<file path="src/rtl/alu_exec_unit.sv">
// alu_exec_unit: execute-stage controller wrapped around a 4-bit ALU.
//   Accepts one decoded instruction at a time (IDLE -> EXEC -> WB). It reads
//   the operands from a small register file, drives the ALU from latched
//   registers, captures the ALU result and flags, writes the result back, and
//   presents it downstream until that side accepts it.
//
// Optional feature macro: ALU_EXEC_CMP_EN
//   When defined, op 4'b1111 is CMP: the ALU runs a subtract (mode 4'b0010),
//   only the flags update, and out_data returns the unchanged reg[rd].
//   When undefined, op 4'b1111 is a plain default op and its result is written.
//
// Ports:
//   clk, rst_n                      clock, asynchronous active-low reset
//   in_valid/in_ready               instruction handshake
//   in_op, in_rd, in_rs             ALU mode, destination/A register, B register
//   in_imm, in_use_imm              immediate B operand and B-source select
//   alu_a, alu_b, alu_mode          ALU operand and mode drive (registered)
//   alu_carry_f, alu_borrow_f       flag register bits 0 and 1 going to the ALU
//   alu_c, alu_flags                ALU result and {lt, zero, borrow, carry}
//   out_valid/out_ready             result handshake
//   out_data, out_flags             written-back result and the flag register

module alu_exec_unit #(
  parameter int unsigned NREGS     = 4,
  parameter logic [3:0]  FLAGS_RST = 4'b0000,
  localparam int unsigned RW       = $clog2(NREGS)
) (
  input  logic          clk,
  input  logic          rst_n,
  input  logic          in_valid,
  output logic          in_ready,
  input  logic [3:0]    in_op,
  input  logic [RW-1:0] in_rd,
  input  logic [RW-1:0] in_rs,
  input  logic [3:0]    in_imm,
  input  logic          in_use_imm,
  output logic [3:0]    alu_a,
  output logic [3:0]    alu_b,
  output logic [3:0]    alu_mode,
  output logic          alu_carry_f,
  output logic          alu_borrow_f,
  input  logic [3:0]    alu_c,
  input  logic [3:0]    alu_flags,
  output logic          out_valid,
  input  logic          out_ready,
  output logic [3:0]    out_data,
  output logic [3:0]    out_flags
);

  localparam int unsigned DW = 4;

  localparam logic [3:0] OP_ADC = 4'b0001;
  localparam logic [3:0] OP_SBB = 4'b0011;
  localparam logic [3:0] OP_CMP = 4'b1111;
  localparam logic [3:0] MODE_SUB = 4'b0010;

  localparam int unsigned FL_CARRY  = 0;
  localparam int unsigned FL_BORROW = 1;
  localparam int unsigned FL_ZERO   = 2;
  localparam int unsigned FL_LT     = 3;

  // Reject register-file sizes the port widths cannot describe.
  if (NREGS < 2 || NREGS > 4 || (NREGS & (NREGS - 1)) != 0) begin : g_bad_nregs
    $error("alu_exec_unit: NREGS must be 2 or 4");
  end

  typedef enum logic [1:0] {
    IDLE = 2'd0,
    EXEC = 2'd1,
    WB   = 2'd2
  } state_t;

  state_t state_q, state_d;

  logic          in_ready_q, in_ready_d;
  logic          out_valid_q, out_valid_d;
  logic          accept;
  logic          capture;

  logic [DW-1:0] a_q;
  logic [DW-1:0] b_q;
  logic [DW-1:0] mode_q;
  logic [DW-1:0] op_q;
  logic [RW-1:0] rd_q;
  logic [DW-1:0] flags_q, flags_d;
  logic [DW-1:0] out_data_q;
  logic [DW-1:0] regs [NREGS];

  logic          in_is_cmp;
  logic          is_cmp;

  // CMP decode for the incoming op (mode remap) and the latched op (no write).
`ifdef ALU_EXEC_CMP_EN
  assign in_is_cmp = (in_op == OP_CMP);
  assign is_cmp    = (op_q == OP_CMP);
`else
  assign in_is_cmp = 1'b0;
  assign is_cmp    = 1'b0;
`endif

  // State register.
  always_ff @(posedge clk or negedge rst_n) begin
    if (!rst_n) begin
      state_q     <= IDLE;
      in_ready_q  <= 1'b1;
      out_valid_q <= 1'b0;
    end else begin
      state_q     <= state_d;
      in_ready_q  <= in_ready_d;
      out_valid_q <= out_valid_d;
    end
  end

  // Next state; handshake outputs are registered from the next state.
  always_comb begin
    state_d     = state_q;
    accept      = 1'b0;
    capture     = 1'b0;
    in_ready_d  = 1'b0;
    out_valid_d = 1'b0;
    unique case (state_q)
      IDLE: begin
        if (in_valid && in_ready_q) begin
          accept  = 1'b1;
          state_d = EXEC;
        end
      end
      EXEC: begin
        capture = 1'b1;
        state_d = WB;
      end
      WB: begin
        if (out_valid_q && out_ready) begin
          state_d = IDLE;
        end
      end
      default: state_d = IDLE;
    endcase
    in_ready_d  = (state_d == IDLE);
    out_valid_d = (state_d == WB);
  end

  // Flag merge: zero/lt always follow the ALU, carry/borrow only on their ops.
  always_comb begin
    flags_d           = flags_q;
    flags_d[FL_ZERO]  = alu_flags[FL_ZERO];
    flags_d[FL_LT]    = alu_flags[FL_LT];
    if (op_q == OP_ADC) begin
      flags_d[FL_CARRY] = alu_flags[FL_CARRY];
    end
    if (op_q == OP_SBB) begin
      flags_d[FL_BORROW] = alu_flags[FL_BORROW];
    end
  end

  // Operand latch at accept; the ALU is driven only from these registers.
  always_ff @(posedge clk or negedge rst_n) begin
    if (!rst_n) begin
      a_q    <= '0;
      b_q    <= '0;
      mode_q <= '0;
      op_q   <= '0;
      rd_q   <= '0;
    end else if (accept) begin
      a_q    <= regs[in_rd];
      b_q    <= in_use_imm ? in_imm : regs[in_rs];
      mode_q <= in_is_cmp ? MODE_SUB : in_op;
      op_q   <= in_op;
      rd_q   <= in_rd;
    end
  end

  // Result capture at the end of EXEC; held through WB.
  always_ff @(posedge clk or negedge rst_n) begin
    if (!rst_n) begin
      flags_q    <= FLAGS_RST;
      out_data_q <= '0;
    end else if (capture) begin
      flags_q    <= flags_d;
      out_data_q <= is_cmp ? a_q : alu_c;
    end
  end

  // Register file; reads happen only in IDLE so they never race this write.
  always_ff @(posedge clk or negedge rst_n) begin
    if (!rst_n) begin
      regs <= '{default: '0};
    end else if (capture && !is_cmp) begin
      regs[rd_q] <= alu_c;
    end
  end

  assign in_ready     = in_ready_q;
  assign out_valid    = out_valid_q;
  assign out_data     = out_data_q;
  assign out_flags    = flags_q;
  assign alu_a        = a_q;
  assign alu_b        = b_q;
  assign alu_mode     = mode_q;
  assign alu_carry_f  = flags_q[FL_CARRY];
  assign alu_borrow_f = flags_q[FL_BORROW];

endmodule
</file>
<file path="config.mk">
export PLATFORM = sky130hd
export DESIGN_NAME = alu_exec_unit
export DESIGN_NICKNAME = d
export VERILOG_FILES = /design/src/rtl/alu_exec_unit.sv
export SDC_FILE = /design/constraint.sdc
export NUM_CORES = 1
export LEC_CHECK = 0
export BUFFER_PORTS_ARGS = -buffer_cell sky130_fd_sc_hd__buf_2
export CAP_MARGIN = 15
export CORE_MARGIN = 10
export CORE_UTILIZATION = 49
export CTS_BUF_LIST = sky130_fd_sc_hd__clkbuf_4 sky130_fd_sc_hd__clkbuf_8
export DETAILED_ROUTE_END_ITERATION = 16
export PLACE_DENSITY = 0.75
export RECOVER_POWER = 100
export SLEW_MARGIN = 20
export SYNTH_ARGS = -nofsm -noshare
export SYNTH_HDL_FRONTEND = slang
export SYNTH_SLANG_ARGS = --single-unit
</file>
<file path="constraint.sdc">
create_clock -name clk -period 2.35 [get_ports clk]
set_clock_uncertainty 0.15 [all_clocks]
set_input_delay 0.235 -clock clk [delete_from_list [all_inputs] [get_ports clk]]
set_output_delay 0.235 -clock clk [all_outputs]
set_load 0.005 [all_outputs]
</file>
==> impl_metrics.yaml, run 1 <==
global_route:
  grt_pass1_wl_um: 6789
  grt_overflow_total: 0
  grt_use_total_pct: 13.10
  antenna_found_initial: 0
  grt_max_degree: 43
  grt_pass1_vias: 1289
yosys:
  yosys_warnings: 0
  syn-num-nets: 155
  syn_inst: 130
  ys_seq_elements: 42
  synth.distinct_cells: 24
  postSynthAreaPerCell_um2: 14.75
  netlist_area_um2: 1918
  ys_seq_area_share_pct: 54.86
floorplanning:
  pin_count: 49
  rows: 22
  start_util_pct: 51.62
  die_area_um2: 6817
  die_y_um: 82.57
  fp.dieW_um: 82.57
  core_um2: 3716
cts:
  insertion_delay_ns: 0.29
  root_buffer: "clkbuf_8"
  cts.htree.levels: 2
  postCtsSetupBuffers: 0
  cts_resized: 0
  cts_buffers: 5
  tritoncts: "yes"
  cts.clk_slew.worst_paths_ns: 0.08
  numClockSinks: 42
  clock_tree.buffer_depth: 2
  cts-hold-fix-buffers: 3
pwr:
  total_power_mw: 2.880
  ir_drop_mv: 0.5473
  power.leakage_nw: 1.035
  pwr_density_cell_nw_per_um2: 1273
route:
  drt-pass1-iter-count: 4
  ant_nets: 0
  drc_errors: 0
  via_per_inst: 5.409
  vias: 1244
  wire_per_inst_um: 18.08
  routed_wl_um: 4159
  drtIter0Drc: 69
sta:
  fin_crit_sh_pct: 81.50
  rsz0062_at_grt: "false"
  fin_crit_ns: 1.915
  slew_violations: 0
  worst_pin_slew_ns: 1.007
  report.final.setup_viol: 0
  relSlewSlack_pct: 32.84
  timing.fmax_mhz: 522.1
  hold_violations: 0
  tns_ns: 0
setup_path:
  path_max_fanout: 11
  r2r_start: "state_q[1]"
  crit_required_ns: 2.38
  r2r_setup_slack_ns: 0.43
  critical_path_class: "register to register"
  cp-start-kind: "register"
  reg2reg_depth: 3
  cp.arrival_ns: 1.95
  critPathCaptureType: "register"
  timing.rr.end: "regs[10]"
hold_path:
  holdPathStages: 2
  hp-class: "input pin to register"
  holdCritStartpoint: "in_op[2]"
  hold_end: "op_q[2]"
status:
  status: "complete, no violations"
layout:
  fillCellCount: 305
  drive_gt1_share_pct: 37.91
  fin_area_um2: 2262
  seq_area_um2: 1052
  multi_input_comb_area_um2: 783.3
  antennaDiodeCount: 0
  nets: 206
  syn_to_final_growth_pct: 17.94
placed_design:
  portBuffers: 48
  hpwl_um: 3048
  gp_congestion: 0.7742
  placed_area_um2: 2163
run:
  maxCapViolCount: 0
## metrics by stage
stage | util, % | setup WS, ns | instances | hold WS (ns)
after floorplan | - | 0.8359 | 130 | -0.2106
after global placement | 58.22 | 0.6562 | 219 | 0.2480
after detailed placement | 58.22 | 0.6105 | 219 | 0.2747
after CTS | 62.26 | 0.6031 | 230 | 0.01283
after global routing | 60.88 | 0.3403 | 230 | 0.01206
final | 60.88 | 0.4347 | 230 | 0.01985
## synthesized netlist by cell type (all sizes together)
| cell | count | share of area (%) |
|---|---|---|
| dfstp | 1 | 1.4 |
| nand2 | 18 | 3.5 |
| mux4 | 8 | 10 |
| o21ai | 2 | 0.52 |
| and4bb | 1 | 0.65 |
| nor2 | 6 | 1.2 |
| nor3 | 1 | 0.85 |
| nand4b | 1 | 0.46 |
| a21oi | 4 | 1.0 |
| nor3b | 2 | 2.0 |
| nand3 | 1 | 0.52 |
| and2 | 1 | 0.33 |
| dfrtp | 41 | 53 |
| nand2b | 2 | 1.0 |
| and2b | 1 | 0.39 |
| buf | 7 | 2.9 |
| nand4 | 1 | 0.33 |
| mux2 | 28 | 17 |
| mux2i | 4 | 2.1 |
## where the power goes
part / total (mW) / internal (mW) / switching [mW]
Combinational: 0.938 / 0.526 / 0.412
Clock: 0.595 / 0.358 / 0.237
Sequential: 1.35 / 1.09 / 0.260
Total: 2.88 / 1.97 / 0.909
## flip-flops by register name, indices dropped and copies added (netlist names), 2 cells and up
register	cells
out_flags	4
rd_q	2
op_q	4
alu_a	4
regs	16
alu_b	4
state_q	2
out_data	4
## cells by family after synthesis
logic type | synth area share (%)
AO/OA/AOI/OAI | 1.566
buffers and inverters | 2.870
flip-flops | 54.86
multiplexers | 29.49
AND/OR/NAND/NOR | 11.22
## area by class of cell
| type | instances | share of cell area, % |
|---|---|---|
| multi-input cells | 81 | 34.62 |
| clock buffers | 7 | 3.982 |
| clock inverters | 1 | 1.327 |
| well taps | 48 | 2.655 |
| repair buffers | 51 | 10.90 |
| flip-flops and latches | 42 | 46.52 |
## critical path, cell delays in order (launching register included)
cell and delay (ns):
dfrtp_1 0.40, nand2b_1 0.43, nor3b_4 0.44, mux2_2 0.38
## worst max-delay path by stage
stage / start / end / slack (ns)
final: state_q[1] / regs[10] / 0.43
after floorplan: state_q[1] / regs[10] / 0.84
after detailed placement: in_ready / rd_q[1] / 0.61
after CTS: in_ready / rd_q[0] / 0.60
after global placement: in_ready / op_q[3] / 0.66
after global routing: in_ready / op_q[0] / 0.34
## layout by cell type, fill, tap and decap left out, drive strengths merged, types with 2 or more instances in the layout
master / instances
clkbuf: 27
nor2: 6
buf: 28
a21oi: 4
mux2: 28
nand2b: 2
o21ai: 2
mux4: 8
mux2i: 4
dlygate4sd3: 3
nand2: 18
dfrtp: 41
nor3b: 2
## layer usage
layer / part of all wire [%] / GRT usage, %
met2: 50 / 21.23
met5: 0 / 0
met1: 41 / 15.95
met3: 8.3 / 4.860
met4: 1.3 / 4.013
Note: power is estimated with default switching activity, not from simulation.
==> run 2, diff against run 1 <==
--- a/config.mk
+++ b/config.mk
@@ -11,7 +11,7 @@
 export CORE_UTILIZATION = 49
 export CTS_BUF_LIST = sky130_fd_sc_hd__clkbuf_4 sky130_fd_sc_hd__clkbuf_8
 export DETAILED_ROUTE_END_ITERATION = 16
-export PLACE_DENSITY = 0.75
+export PLACE_DENSITY = 0.78
 export RECOVER_POWER = 100
 export SLEW_MARGIN = 20
 export SYNTH_ARGS = -nofsm -noshare
==> constraint.sdc (replaced) <==
create_clock -name clk -period 1.6 [get_ports clk]
set_clock_uncertainty 0.15 [all_clocks]
set_input_delay 0.16 -clock clk [delete_from_list [all_inputs] [get_ports clk]]
set_output_delay 0.16 -clock clk [all_outputs]
set_load 0.005 [all_outputs]
==> run 2 against run 1 <==
Compared with the run above:
- first-iteration DRC count down 36%
- final cell count up 7.0%
- critical path depth unchanged
- via count up 5.9%
- largest power group unchanged
- critical path type unchanged
- clock-buffer cell count unchanged
- die area unchanged
- highest routed layer unchanged
- critical endpoint is now op_q[2]
- sequential share of layout area down 3.8 points
- clock power up 48%
- wire length up 9.6%
==> impl_metrics.yaml, run 2 (synthesized netlist as in run 1, its figures left out) <==
cts:
  cts.htree.levels: 2
  numClockSinks: 42
  clock_tree.buffer_depth: 2
  cts_resized: 0
  root_buffer: "clkbuf_8"
  cts_buffers: 5
  tritoncts: "yes"
  cts.clk_slew.worst_paths_ns: 0.08
  insertion_delay_ns: 0.30
layout:
  antennaDiodeCount: 0
  nets: 222
  top_register: "regs"
  largest_reg_flops: 16
  drive_gt1_share_pct: 42.42
  final_cell_mix: "dfrtp_1 (41), buf_2 (32), mux2_2 (24)"
  fin_area_um2: 2462
  syn_to_final_growth_pct: 28.38
  final_common_cell: "dfrtp_1"
global_route:
  grt_pass1_wl_um: 7162
  grt_max_degree: 24
  grt_pass1_vias: 1400
  grt_overflow_total: 0
  grt_use_total_pct: 13.73
  antenna_found_initial: 0
sta:
  fin_crit_ns: 1.586
  worst_pin_slew_ns: 0.5132
  slew_violations: 0
  timing.fmax_mhz: 630.4
  fin_hold_ws_ns: 0.01528
  setup_slack_ns: 0.01371
  relSlewSlack_pct: 65.79
  hold_violations: 0
  report.final.setup_viol: 0
  tns_ns: 0
  fin_crit_sh_pct: 99.14
setup_path:
  critPathSlowestCell: "dfstp_2"
  path_max_fanout: 10
  cp_slowest_stage_delay_ns: 0.54
  crit_buf_inv: 1
  critical_path_class: "register to register"
  worstPathCellList: "and4bb_2, buf_12, mux2_2"
  cpLargestDelayFamily: "flip-flops"
  r2r_setup_slack_ns: 0.01
  critPathCaptureType: "register"
  crit_required_ns: 1.63
  cp-start-kind: "register"
  cp.arrival_ns: 1.62
route:
  vias: 1318
  via_per_inst: 5.358
  drt-pass1-iter-count: 4
  wire_per_inst_um: 18.53
  ant_nets: 0
  routed_wl_um: 4558
  drtIter0Drc: 44
  drc_errors: 0
placed_design:
  preCtsSetupSlack_ns: 0.01515
  hpwl_um: 3363
  placed_area_um2: 2218
  portBuffers: 48
  gp_congestion: 0.7676
floorplanning:
  rows: 22
  die_y_um: 82.57
  pin_count: 49
  core_um2: 3716
  start_util_pct: 51.62
  die_area_um2: 6817
  fp.dieW_um: 82.57
pwr:
  ir_drop_mv: 0.7000
  pwr_density_cell_nw_per_um2: 1834
  power.leakage_nw: 1.133
status:
  status: "complete, no violations"
hold_path:
  hp-class: "input pin to register"
run:
  maxCapViolCount: 0
==> run 2: cell count changes in the layout (fill, tap and decap cells not counted), sizes merged <==
cell / delta
buf: +7
dlygate4sd3: +10
clkbuf: -1
==> run 2: final cells by class <==
type,count,area (µm²)
flip-flops and latches,42,1052
well taps,48,60.06
multi-input cells,81,810.8
repair buffers,67,419.2
clock inverters,1,30.03
fillers,283,1254
clock buffers,7,90.09
==> run 2: routing by layer <==
layer | vias to the layer above | GRT usage (%) | part of all wire [%]
li1 | 601 | - | -
met1 | 665 | 16.27 | 40
met2 | 45 | 22.78 | 49
met3 | 7 | 4.212 | 9.6
met4 | 0 | 5.518 | 1.3
met5 | - | 0 | 0
==> run 2: final timing paths <==
check	startpoint	cells past startpoint	endpoint
max	in_ready	3	op_q[2]
min	in_imm[0]	3	alu_b[0]
max reg2reg	in_ready	3	op_q[2]
min reg2reg	out_data[3]	2	out_data[3]
max in group asynchronous	rst_n	3	in_ready
min in group asynchronous	rst_n	2	op_q[1]
==> run 2: through the flow <==
step,power (mW),cells,util (%)
after floorplan,2.989,130,-
after global placement,3.521,223,59.70
after detailed placement,3.638,223,59.70
after CTS,4.536,244,66.43
after global routing,4.782,246,66.26
final,4.517,246,66.26
==> run 2: timing repair <==
action | 4_1_cts | 5_1_grt
hold buffers | 13 | 0
endpoints found under the hold margin | 31 | 0
setup buffers | 0 | 1
endpoints found under the setup margin | 0 | 4
==> run 2: worst reg2reg max path, stage by stage (launching register included) <==
cell and delay (ns):
dfstp_2 0.54, and4bb_2 0.28, buf_12 0.15, mux2_2 0.35
==> run 2: report_power, final <==
part	internal (mW)	total (mW)	switching, mW
registers	1.60	2.01	0.417
clock network	0.526	0.881	0.355
logic	0.958	1.62	0.664
